## config.mk

```make
export PLATFORM = sky130hd
export DESIGN_NAME = matrix_stream_ctrl
export DESIGN_NICKNAME = d
export VERILOG_FILES = /design/src/rtl/matrix_acc_pkg.sv /design/src/rtl/matrix_result_serializer.sv /design/src/rtl/matrix_stream_ctrl.sv
export SDC_FILE = /design/constraint.sdc
export NUM_CORES = 1
export LEC_CHECK = 0
export BUFFER_PORTS_ARGS = -buffer_cell sky130_fd_sc_hd__clkbuf_2
export CAP_MARGIN = 20
export CELL_PAD_IN_SITES_DETAIL_PLACEMENT = 1
export CELL_PAD_IN_SITES_GLOBAL_PLACEMENT = 2
export CORE_ASPECT_RATIO = 0.9
export CORE_MARGIN = 4
export CORE_UTILIZATION = 40
export CTS_BUF_LIST = sky130_fd_sc_hd__clkbuf_4 sky130_fd_sc_hd__clkbuf_8
export DETAILED_ROUTE_END_ITERATION = 10
export GPL_TIMING_DRIVEN = 1
export PLACE_DENSITY_LB_ADDON = 0.1
export SLEW_MARGIN = 20
export SYNTH_ARGS = -nofsm -noshare
export SYNTH_HDL_FRONTEND = slang
export SYNTH_SLANG_ARGS = --single-unit
```

## constraint.sdc

```tcl
create_clock -name clk -period 3.3 [get_ports clk]
set_clock_uncertainty 0.15 [all_clocks]
set_input_delay 0.165 -clock clk [delete_from_list [all_inputs] [get_ports clk]]
set_output_delay 0.165 -clock clk [all_outputs]
set_load 0.02 [all_outputs]
```

## src/rtl/matrix_acc_pkg.sv

```systemverilog
// Shared constants and types for the 3x3 matrix multiply stream front/back end.
// The FSM state type, operand/result array types and an index helper live here.
package matrix_acc_pkg;

    localparam int MAT_DIM = 3;
    localparam int N_ELEM  = MAT_DIM * MAT_DIM;
    localparam int DAT_W   = 8;
    localparam int RES_W   = 16;
    localparam int IDX_W   = $clog2(N_ELEM);
    localparam int LAT_W   = 3;  // wide enough for a multiplier latency of up to 7

    typedef enum logic [1:0] {
        LOAD_A,
        LOAD_B,
        WAIT,
        DRAIN
    } mat_state_e;

    typedef logic [N_ELEM-1:0][DAT_W-1:0] op_mat_t;
    typedef logic [N_ELEM-1:0][RES_W-1:0] res_mat_t;
    typedef logic [IDX_W-1:0]             idx_t;

    function automatic logic is_last_elem(input idx_t idx);
        return idx == idx_t'(N_ELEM - 1);
    endfunction

endpackage

```

## src/rtl/matrix_result_serializer.sv

```systemverilog
// Snapshots the multiplier result on a capture pulse and streams it out row-major
// over valid/ready, flagging the final element with out_last_o.
module matrix_result_serializer
    import matrix_acc_pkg::*;
(
    input  logic             clk,
    input  logic             rst_n,
    input  logic             capture_i,
    input  logic             abort_i,
    input  res_mat_t         mat_c_i,
    output logic [RES_W-1:0] out_data_o,
    output logic             out_valid_o,
    input  logic             out_ready_i,
    output logic             out_last_o,
    output logic             done_o
);

    res_mat_t res_buf_q, res_buf_d;
    idx_t     idx_q, idx_d;
    logic     valid_q, valid_d;
    logic     out_fire;

    assign out_fire = valid_q & out_ready_i;

    // NOTE: every combinational output gets a default before any branch, so no path leaves it unassigned and no latch is inferred.
    always_comb begin
        res_buf_d = res_buf_q;
        idx_d     = idx_q;
        valid_d   = valid_q;
        if (abort_i) begin
            idx_d   = '0;
            valid_d = 1'b0;
        end else if (capture_i) begin
            res_buf_d = mat_c_i;
            idx_d     = '0;
            valid_d   = 1'b1;
        end else if (out_fire) begin
            if (is_last_elem(idx_q)) begin
                idx_d   = '0;
                valid_d = 1'b0;
            end else begin
                idx_d = idx_q + idx_t'(1);
            end
        end
    end

    // NOTE: the result buffer is reset along with the control state because its reset value is architecturally visible on out_data_o.
    always_ff @(posedge clk or negedge rst_n) begin
        if (!rst_n) begin
            res_buf_q <= '0;
            idx_q     <= '0;
            valid_q   <= 1'b0;
        end else begin
            res_buf_q <= res_buf_d;
            idx_q     <= idx_d;
            valid_q   <= valid_d;
        end
    end

    assign out_data_o  = res_buf_q[idx_q];
    assign out_valid_o = valid_q;
    assign out_last_o  = valid_q & is_last_elem(idx_q);
    // An aborted cycle never counts as completing the drain.
    assign done_o      = out_fire & is_last_elem(idx_q) & ~abort_i;

endmodule

```

## src/rtl/matrix_stream_ctrl.sv

```systemverilog
// Streaming front/back end for the 3x3 matrix multiplier: packs A then B operands,
// waits out the multiplier latency, then hands the result to the serializer.
module matrix_stream_ctrl
    import matrix_acc_pkg::*;
#(
    parameter int unsigned MUL_LAT = 1
) (
    input  logic             clk,
    input  logic             rst_n,
    input  logic             abort_i,
    input  logic [DAT_W-1:0] in_data_i,
    input  logic             in_valid_i,
    output logic             in_ready_o,
    output op_mat_t          mat_A_o,
    output op_mat_t          mat_B_o,
    input  res_mat_t         mat_C_i,
    output logic [RES_W-1:0] out_data_o,
    output logic             out_valid_o,
    input  logic             out_ready_i,
    output logic             out_last_o,
    output logic             busy_o
);

    mat_state_e       state_q, state_d;
    idx_t             elem_cnt_q, elem_cnt_d;
    logic [LAT_W-1:0] wait_cnt_q, wait_cnt_d;
    op_mat_t          mat_a_q, mat_a_d;
    op_mat_t          mat_b_q, mat_b_d;
    logic             capture;
    logic             drain_done;

    always_comb begin
        state_d    = state_q;
        elem_cnt_d = elem_cnt_q;
        wait_cnt_d = wait_cnt_q;
        mat_a_d    = mat_a_q;
        mat_b_d    = mat_b_q;
        capture    = 1'b0;
        in_ready_o = 1'b0;

        if (abort_i) begin
            // Abort wins over everything else; any element offered this cycle is dropped.
            state_d    = LOAD_A;
            elem_cnt_d = '0;
            wait_cnt_d = '0;
        end else begin
            unique case (state_q)
                LOAD_A: begin
                    in_ready_o = 1'b1;
                    if (in_valid_i) begin
                        mat_a_d[elem_cnt_q] = in_data_i;
                        if (is_last_elem(elem_cnt_q)) begin
                            elem_cnt_d = '0;
                            state_d    = LOAD_B;
                        end else begin
                            elem_cnt_d = elem_cnt_q + idx_t'(1);
                        end
                    end
                end
                LOAD_B: begin
                    in_ready_o = 1'b1;
                    if (in_valid_i) begin
                        mat_b_d[elem_cnt_q] = in_data_i;
                        if (is_last_elem(elem_cnt_q)) begin
                            elem_cnt_d = '0;
                            wait_cnt_d = '0;
                            state_d    = WAIT;
                        end else begin
                            elem_cnt_d = elem_cnt_q + idx_t'(1);
                        end
                    end
                end
                WAIT: begin
                    // MUL_LAT+1 cycles: the last B element lands in mat_B_o, then the multiplier needs MUL_LAT more.
                    if (wait_cnt_q == LAT_W'(MUL_LAT)) begin
                        capture    = 1'b1;
                        wait_cnt_d = '0;
                        state_d    = DRAIN;
                    end else begin
                        wait_cnt_d = wait_cnt_q + LAT_W'(1);
                    end
                end
                DRAIN: begin
                    if (drain_done) begin
                        state_d = LOAD_A;
                    end
                end
                default: state_d = LOAD_A;
            endcase
        end
    end

    // NOTE: sequential state uses non-blocking assignments so every register samples pre-edge values regardless of process order.
    always_ff @(posedge clk or negedge rst_n) begin
        if (!rst_n) begin
            state_q    <= LOAD_A;
            elem_cnt_q <= '0;
            wait_cnt_q <= '0;
            mat_a_q    <= '0;
            mat_b_q    <= '0;
        end else begin
            state_q    <= state_d;
            elem_cnt_q <= elem_cnt_d;
            wait_cnt_q <= wait_cnt_d;
            mat_a_q    <= mat_a_d;
            mat_b_q    <= mat_b_d;
        end
    end

    matrix_result_serializer u_serializer (
        .clk         (clk),
        .rst_n       (rst_n),
        .capture_i   (capture),
        .abort_i     (abort_i),
        .mat_c_i     (mat_C_i),
        .out_data_o  (out_data_o),
        .out_valid_o (out_valid_o),
        .out_ready_i (out_ready_i),
        .out_last_o  (out_last_o),
        .done_o      (drain_done)
    );

    assign mat_A_o = mat_a_q;
    assign mat_B_o = mat_b_q;
    assign busy_o  = !((state_q == LOAD_A) && (elem_cnt_q == '0));

endmodule

```

==> results.txt, run 1 <==
The switching power of the nets is 3.69 mW. After synthesis, the cell types taking the most area are dfrtp_1, mux2_2, mux2_4. The part of the power in registers came out at 44.0%. The clock slew seen by the registers of the worst setup and hold paths came out at 60 ps. The internal portion of the total power is between 8 and 9 mW. The half-perimeter wire length after placement is 26600 um. The final number of max-transition violations came to 0. Max-cap violations in this run came to 0. The fraction of post-synthesis cell area in the top cell type by area is 57.7%. For this design, the sink count on the clock tree is 302.

The number of port buffers is 320. During synthesis, Yosys emitted a total of 0 warnings. STA classifies the critical path endpoint as a primary output. Across the whole layout, storage elements account for 0.00756 mm^2. The power share of the clock group is around 29%. The initial antenna violation count is 3.

The weighted congestion at the end of routability-driven global placement came out at 0.775. The width of the die came out at 199 um. The final worst-path cycle share came out at 91.6%. In this run, CTS created clock tree buffers numbering 52.

TritonCTS built the clock tree. In this run the worst hold path is classified as in2async. The floorplan die area is 0.0357 mm^2. By startpoint and endpoint, the worst setup path is classified as reg2out. The analysis attributes to cell leakage a power of 9.22 nW.

The most used flip-flop cell after synthesis is dfrtp_1. The largest voltage drop on the vdd net is between 0.0004 and 0.0005 V. The total grt overflow came out at 0. The area growth from synthesis to layout is 35.5%. The layout cell share with drive strength beyond 1 came out at 54.6%. For this run, design rule violations remaining after detail routing come to 0. Across all hold checks on the routed design, the worst slack comes to -9.41 ps. The checks that failed: hold timing. The number of hold violations in the final report was 2. The area after detailed placement is 0.0152 mm^2.

The wire length per cell came out at around 22 um. The total number of vias came out at between 9k and 10k. Synthesis produced a netlist with a net count of 1032. The post-detailed-routing wire length is ~40000 um.

The count of routing violations after the opening detailed-route iteration came out at 237. At the worst endpoint, the arrival time is roughly 2700 ps. For this run, the total global-route usage over all layers was measured as 22.3%.

The launching element type of the critical path is a register. The largest net degree at the start of global routing is 85. The final critical-path required period came out at approximately 3000 ps. The library cell used most frequently in the layout, excluding fill and tap cells, is clkbuf_2. The final-layout fill cell count is approximately 3.2k. The post-synthesis sequential area ratio came out at 57.7%. The run finished, with violations left.

The die height is 180 um. Of the total power, combinational logic draws 26.8%. The slack of the worst reg-to-reg path is 900 ps. Setup violations remaining at the end of the flow were counted as 0. For the final routed database, the setup TNS stands at 0 ps. The power per unit of standard cell area came out at 680 mW/mm^2.

In the final layout, the multi-input gates occupy 0.00526 mm^2. Setup repair after global routing left no endpoint under its margin. The global-route wire length before repair is 62500 um. A synthesized cell averages 15.1 um^2. The deepest clock path buffer count came out at 3.

The number of nets still failing antenna checks after routing is 0. The maximum operating frequency is approximately 330 MHz. The clock insertion delay at the later pin of the skew report came out at 590 ps. Pin placement for this block handled 321 I/O pins. The cell area after synthesis is about 0.013 mm^2.

The relative max-transition margin came out at 49.2%. The area of the core came out at 0.0321 mm^2. The number of global-route vias before repair came to 10.5k. The required time at the worst-slack endpoint came out at ~3000 ps. The synthesis-stage register bit count is 302.

The number of nets in the final layout came out at 1522. The number of cell rows is 62. The setup fix buffers added after clock tree synthesis is 0. At the pin with the least slew margin, the transition time is 762 ps. The share of async-settable or async-resettable flops after synthesis came out at 100%.

The cell count after synthesis is between 800 and 900. The synthesized netlist contains 45 unique library cells. The via density per instance is 4.99. The pre-antenna-repair detailed-routing pass consisted of 4 iterations. The count of flip-flops with a built-in enable after synthesis came out at 0. The starting utilization of the core area came out at between 40% and 50%. The top cell types in the final layout, fill and taps aside, are clkbuf_2, dfrtp_1, mux2_2. The depth of the CTS H-tree is 2. In this run switching power makes up 30.6% of total power. The largest driver fanout on the critical path is 18. Summed over all instances, the cell type with the most area after synthesis is dfrtp_1. The library cell used as clock root buffer is clkbuf_8. The final non-filler cell area came out at between 0.015 and 0.02 mm^2.
-- critical path, cell delays in order, from the launching register on --
cell      delay [ps]
dfrtp_1          710
nor2b_1          280
and3_1           680
nand2_1          140
nand2_1          120
clkbuf_2         180
-- final cells by class --
cell class,instances,share of cell area (%)
Clock buffer,84,5.85
Timing Repair Buffer,483,18.6
Clock inverter,4,0.148
Tap cell,416,2.93
Multi-Input combinational cell,506,29.6
Antenna cell,3,0.0423
Inverter,10,0.212
Sequential cell,302,42.6
-- per-layer routing --
| metal | wire (um) | global-route usage, % | vias to the layer above |
|---|---|---|---|
| met5 | 0 | 0 | - |
| met4 | 941 | 5.99 | 0 |
| met3 | 3080 | 7.45 | 55 |
| met2 | 19200 | 36.6 | 261 |
| met1 | 17000 | 28.6 | 4622 |
| li1 | - | - | 4088 |
-- power groups by stage --
stage / Clock (mW) / Combinational (mW) / Sequential, mW
floorplan: 0 / 1.76 / 5.49
global placement: 0 / 3.01 / 5.27
detailed placement: 0 / 3.07 / 5.32
CTS: 3.62 / 3.24 / 5.27
global route: 3.81 / 3.50 / 5.43
finish: 3.51 / 3.24 / 5.31
-- cells in the mapped netlist, types with 10 or more instances --
cell type / instances
a31oi_1: 15
buf_2: 18
clkbuf_1: 17
dfrtp_1: 302
ha_1: 10
mux2_1: 12
mux2_2: 245
mux2_4: 49
mux2i_1: 17
mux4_2: 16
nand2_1: 44
nand2_2: 16
nor2_1: 16
o221ai_1: 15
-- cell families (layout without fill, tap and decap cells) --
group                    count (synthesis)  in the layout  synth area share [%]
AO/OA/AOI/OAI                           47             47                  2.61
XOR/XNOR                                 4              4                 0.267
adder cells (fa/ha/maj)                 10             10                 0.955
buffers and inverters                   57            581                  2.29
flip-flops                             302            302                  57.7
multiplexers                           339            339                  31.8
other                                    0              3                     0
AND/OR/NAND/NOR                        106            106                  4.43
-- flip-flops by register name, indices dropped and copies added (netlist names) --
register	cells
u_serializer.res_buf_q	144
mat_A_o	72
mat_B_o	72
elem_cnt_q	4
u_serializer.idx_q	4
wait_cnt_q	3
state_q	2
u_serializer.out_valid_o	1
-- per-stage QoR --
stage               worst slack (ps)  utilization, %  cells  hold slack [ps]  total power [mW]
global placement                 926            47.2   1566             64.1              8.28
finish                           276            55.3   1808            -9.41              12.1
floorplan                       1300               -    865             -281              7.26
CTS                              270            55.2   1805             2.85              12.1
detailed placement               880            47.2   1566             59.6              8.39
global route                    49.9            55.3   1808             29.0              12.7
-- path summary, 6_finish.rpt --
| path | from | endpoint | cells past startpoint |
|---|---|---|---|
| max reg2reg | state_q[0] | u_serializer.res_buf_q[141] | 7 |
| min in group clk | in_data_i[4] | mat_A_o[60] | 2 |
| max in group asynchronous | rst_n | mat_B_o[15] | 3 |
| max | u_serializer.idx_q[3] | out_data_o[14] | 5 |
| min reg2reg | mat_A_o[58] | mat_A_o[58] | 1 |
| min | rst_n | u_serializer.res_buf_q[101] | 2 |
-- what timing repair did --
action	CTS	global route
setup endpoints to repair	0	0
hold buffers	151	0
resized for setup	0	0
endpoints found under the hold margin	434	0
No activity file was read; power rests on OpenSTA's default activity.
==> inputs of run 2 (changes only) <==
- MAX_ROUTING_LAYER: default -> met4
==> run 2 against run 1 <==
Compared with the run above: core utilization did not move; largest cell class unchanged; critical path type unchanged; setup slack better by 4.3 ps; design area unchanged; power is essentially flat; clock power hardly changed; the run now ends clean; sequential share of layout area stayed put; clock-buffer cell count stayed put.
==> results.txt, run 2 (synthesized netlist as in run 1, its figures left out) <==
Status: complete, no violations (was complete, but fails checks). The slew of the pin with the lowest slew margin is 756 ps (was 762 ps). The total routing resource utilization after global routing is 23.0% (was 22.3%). The top routing layer in use was met4 (unchanged). The half-perimeter wire length after placement came to 26600 um (unchanged). The total number of vias was 9039 (was 9026). The number of port buffers is 320 (unchanged). The count of cells along the worst register-to-register path is 7 (unchanged).

The worst setup path category was reg2out (unchanged). The relative max-transition margin is 49.6% (was 49.2%). The global-route wire length before repair came out at 62400 um (was 62500 um). The detailed-routed wire length on met2 is 19200 um (about the same). The number of buffers added by the clock tree synthesis step came out at 52 (unchanged). The post-detailed-routing wire length came out at 40200 um (about the same). The largest driver fanout on the critical path is 18 (unchanged).

The width of the die is 199 um (unchanged). The via density per instance came to 5.00 (was 4.99). The final critical-path required period is 3020 ps (about the same). The count of routing violations after the opening detailed-route iteration came out at 230 (was 237). Commonest cells after routing, fill and taps aside: clkbuf_2, dfrtp_1, mux2_2 (unchanged). The number of global-route vias before repair came out at 10.5k (about the same).

The delay of the slowest cell on the worst path was 710 ps (about the same). The largest net degree at the start of global routing is 85 (unchanged). The area growth from synthesis to layout is 35.5% (unchanged). The reported leakage power is 9.22 nW (unchanged).

The initial antenna violation count is 3 (unchanged). The clock slew seen by the registers of the worst setup and hold paths is 60 ps (about the same). The post-placement cell count is 1566 (unchanged). The largest voltage drop on the vdd net came out at 0.000466 V (was 0.000463 V).

The final non-filler cell area came out at 0.0177 mm^2 (unchanged). The cell repeated most along the worst path is nand2_1 (unchanged). The met3 layer wire length in the routed design is 3020 um (was 3080 um). The CTS tree is done (unchanged). The met1 layer wirelength in the final routing is 17000 um (about the same). Setup repair after global routing missed its margin: false (unchanged). The area of the core is 0.0321 mm^2 (unchanged). The die height came out at 180 um (unchanged).

The final cell count without fillers is 1808 (unchanged). The number of cell rows came out at 62 (unchanged). The family of cells with the greatest summed delay on the critical path is simple AND/OR/NAND/NOR gates (unchanged). The slowest cell on the critical path is dfrtp_1 (unchanged). The deepest clock path buffer count came out at 3 (unchanged). The total grt overflow came to 0 (unchanged). The kind of end point of the critical path is a primary output (unchanged). The clock insertion delay at the later pin of the skew report came out at 590 ps (about the same).

The final count of negative-setup-slack endpoints was 0 (unchanged). The area after detailed placement is 0.0152 mm^2 (unchanged). The final worst-path cycle share came out at 91.5% (was 91.6%). The register name with the most flops is u_serializer.res_buf_q (unchanged).

The power per unit of standard cell area is 680 mW/mm^2 (about the same). The number of nets still failing antenna checks after routing came out at 0 (unchanged). The number of stages on the worst setup path came out at 5 (unchanged). The wire length per cell is 22.2 um (about the same). The launching element type of the critical path is a register (unchanged). The first-pass detailed-route iteration total came out at 6 (was 4). The number of max-cap violations came out at 0 (unchanged). The library cell used as clock root buffer was clkbuf_8 (unchanged). Chain of cells forming the critical path: nor2b_1, and3_1, nand2_1, nand2_1, clkbuf_2 (unchanged). The smallest hold slack was 6.72 ps (was -9.41 ps). The weighted congestion at the end of routability-driven global placement is 0.786 (was 0.775).

The floorplan die area came to 0.0357 mm^2 (unchanged). The number of hold violations in the final report was 0 (was 2). The kind of path behind the tightest hold check is in2async (unchanged).

The total DRC errors in the routed layout is 0 (unchanged). The leading cell type in the layout, fill and taps excluded is clkbuf_2 (unchanged). The layout cell share with drive strength beyond 1 came out at 54.6% (unchanged). The depth of the CTS H-tree is 2 (unchanged). The sink count of the clock tree is 302 (unchanged). The total negative slack is 0 ps (unchanged).

The flip-flop count of the largest register, all copies and words added came out at 144 (unchanged). The final number of max-transition violations came out at 0 (unchanged). The I/O pin count came out at 321 (unchanged). The endpoint arrival time on the critical path is 2700 ps (was 2710 ps).

The starting utilization of the core area is 40.8% (unchanged). The maximum operating frequency is 331 MHz (about the same). The required time at the worst-slack endpoint came out at 2980 ps (about the same).

The buffers plus inverters on the worst setup path is 1 (unchanged). The final core utilization was 55.3% (unchanged). The number of nets in the final layout came out at 1522 (unchanged).
## run 2: cell counts in the layout (fill, tap and decap cells not counted)
Identical to the previous run, type by type.
## run 2: area by class of cell
cell class | instances | area, um^2
flip-flops and latches | 302 | 7560
inverters | 10 | 37.5
diodes | 3 | 7.51
well taps | 416 | 520
clock inverters | 4 | 26.3
repair buffers | 483 | 3300
multi-input cells | 506 | 5260
fillers | 3241 | 14400
clock buffers | 84 | 1040
## run 2: path summary, 6_finish.rpt
check	startpoint	endpoint	slack (ps)
max	u_serializer.idx_q[3]	out_data_o[5]	280
min	rst_n	u_serializer.res_buf_q[101]	7
max reg2reg	state_q[0]	u_serializer.res_buf_q[16]	900
min reg2reg	mat_A_o[58]	mat_A_o[58]	340
max in group asynchronous	rst_n	mat_B_o[15]	2120
min in group clk	in_data_i[5]	mat_A_o[61]	30
## run 2: worst register-to-register path, delay by kind of cell (launching register included)
kind,cells,cell delay (ps)
buffers and inverters,3,500
adders and majority gates,1,250
and+or+nand+nor,2,610
DFF,1,410
muxes,1,390
## run 2: routing by layer
layer	GRT usage, %	up-vias
met1	28.6	4634
met3	7.32	57
li1	-	4090
met5	-	-
met4	5.99	0
met2	36.6	258
## run 2: power breakdown
group	total (mW)	switching (mW)	internal, mW
clock network	3.51	1.54	1.97
logic	3.24	1.57	1.67
registers	5.31	0.585	4.72
## run 2: stage by stage
stage,worst slack [ps],power [mW]
2_1_floorplan,1300,7.26
3_3_place_gp,926,8.28
3_5_place_dp,880,8.39
4_1_cts,270,12.1
5_1_grt,49.9,12.7
6_report,280,12.1
## run 2: repair_timing
item / 4_1_cts / 5_1_grt
gates resized for setup: 0 / 0
endpoints found under the hold margin: 434 / 0
hold buffers: 151 / 0
setup buffers: 0 / 0
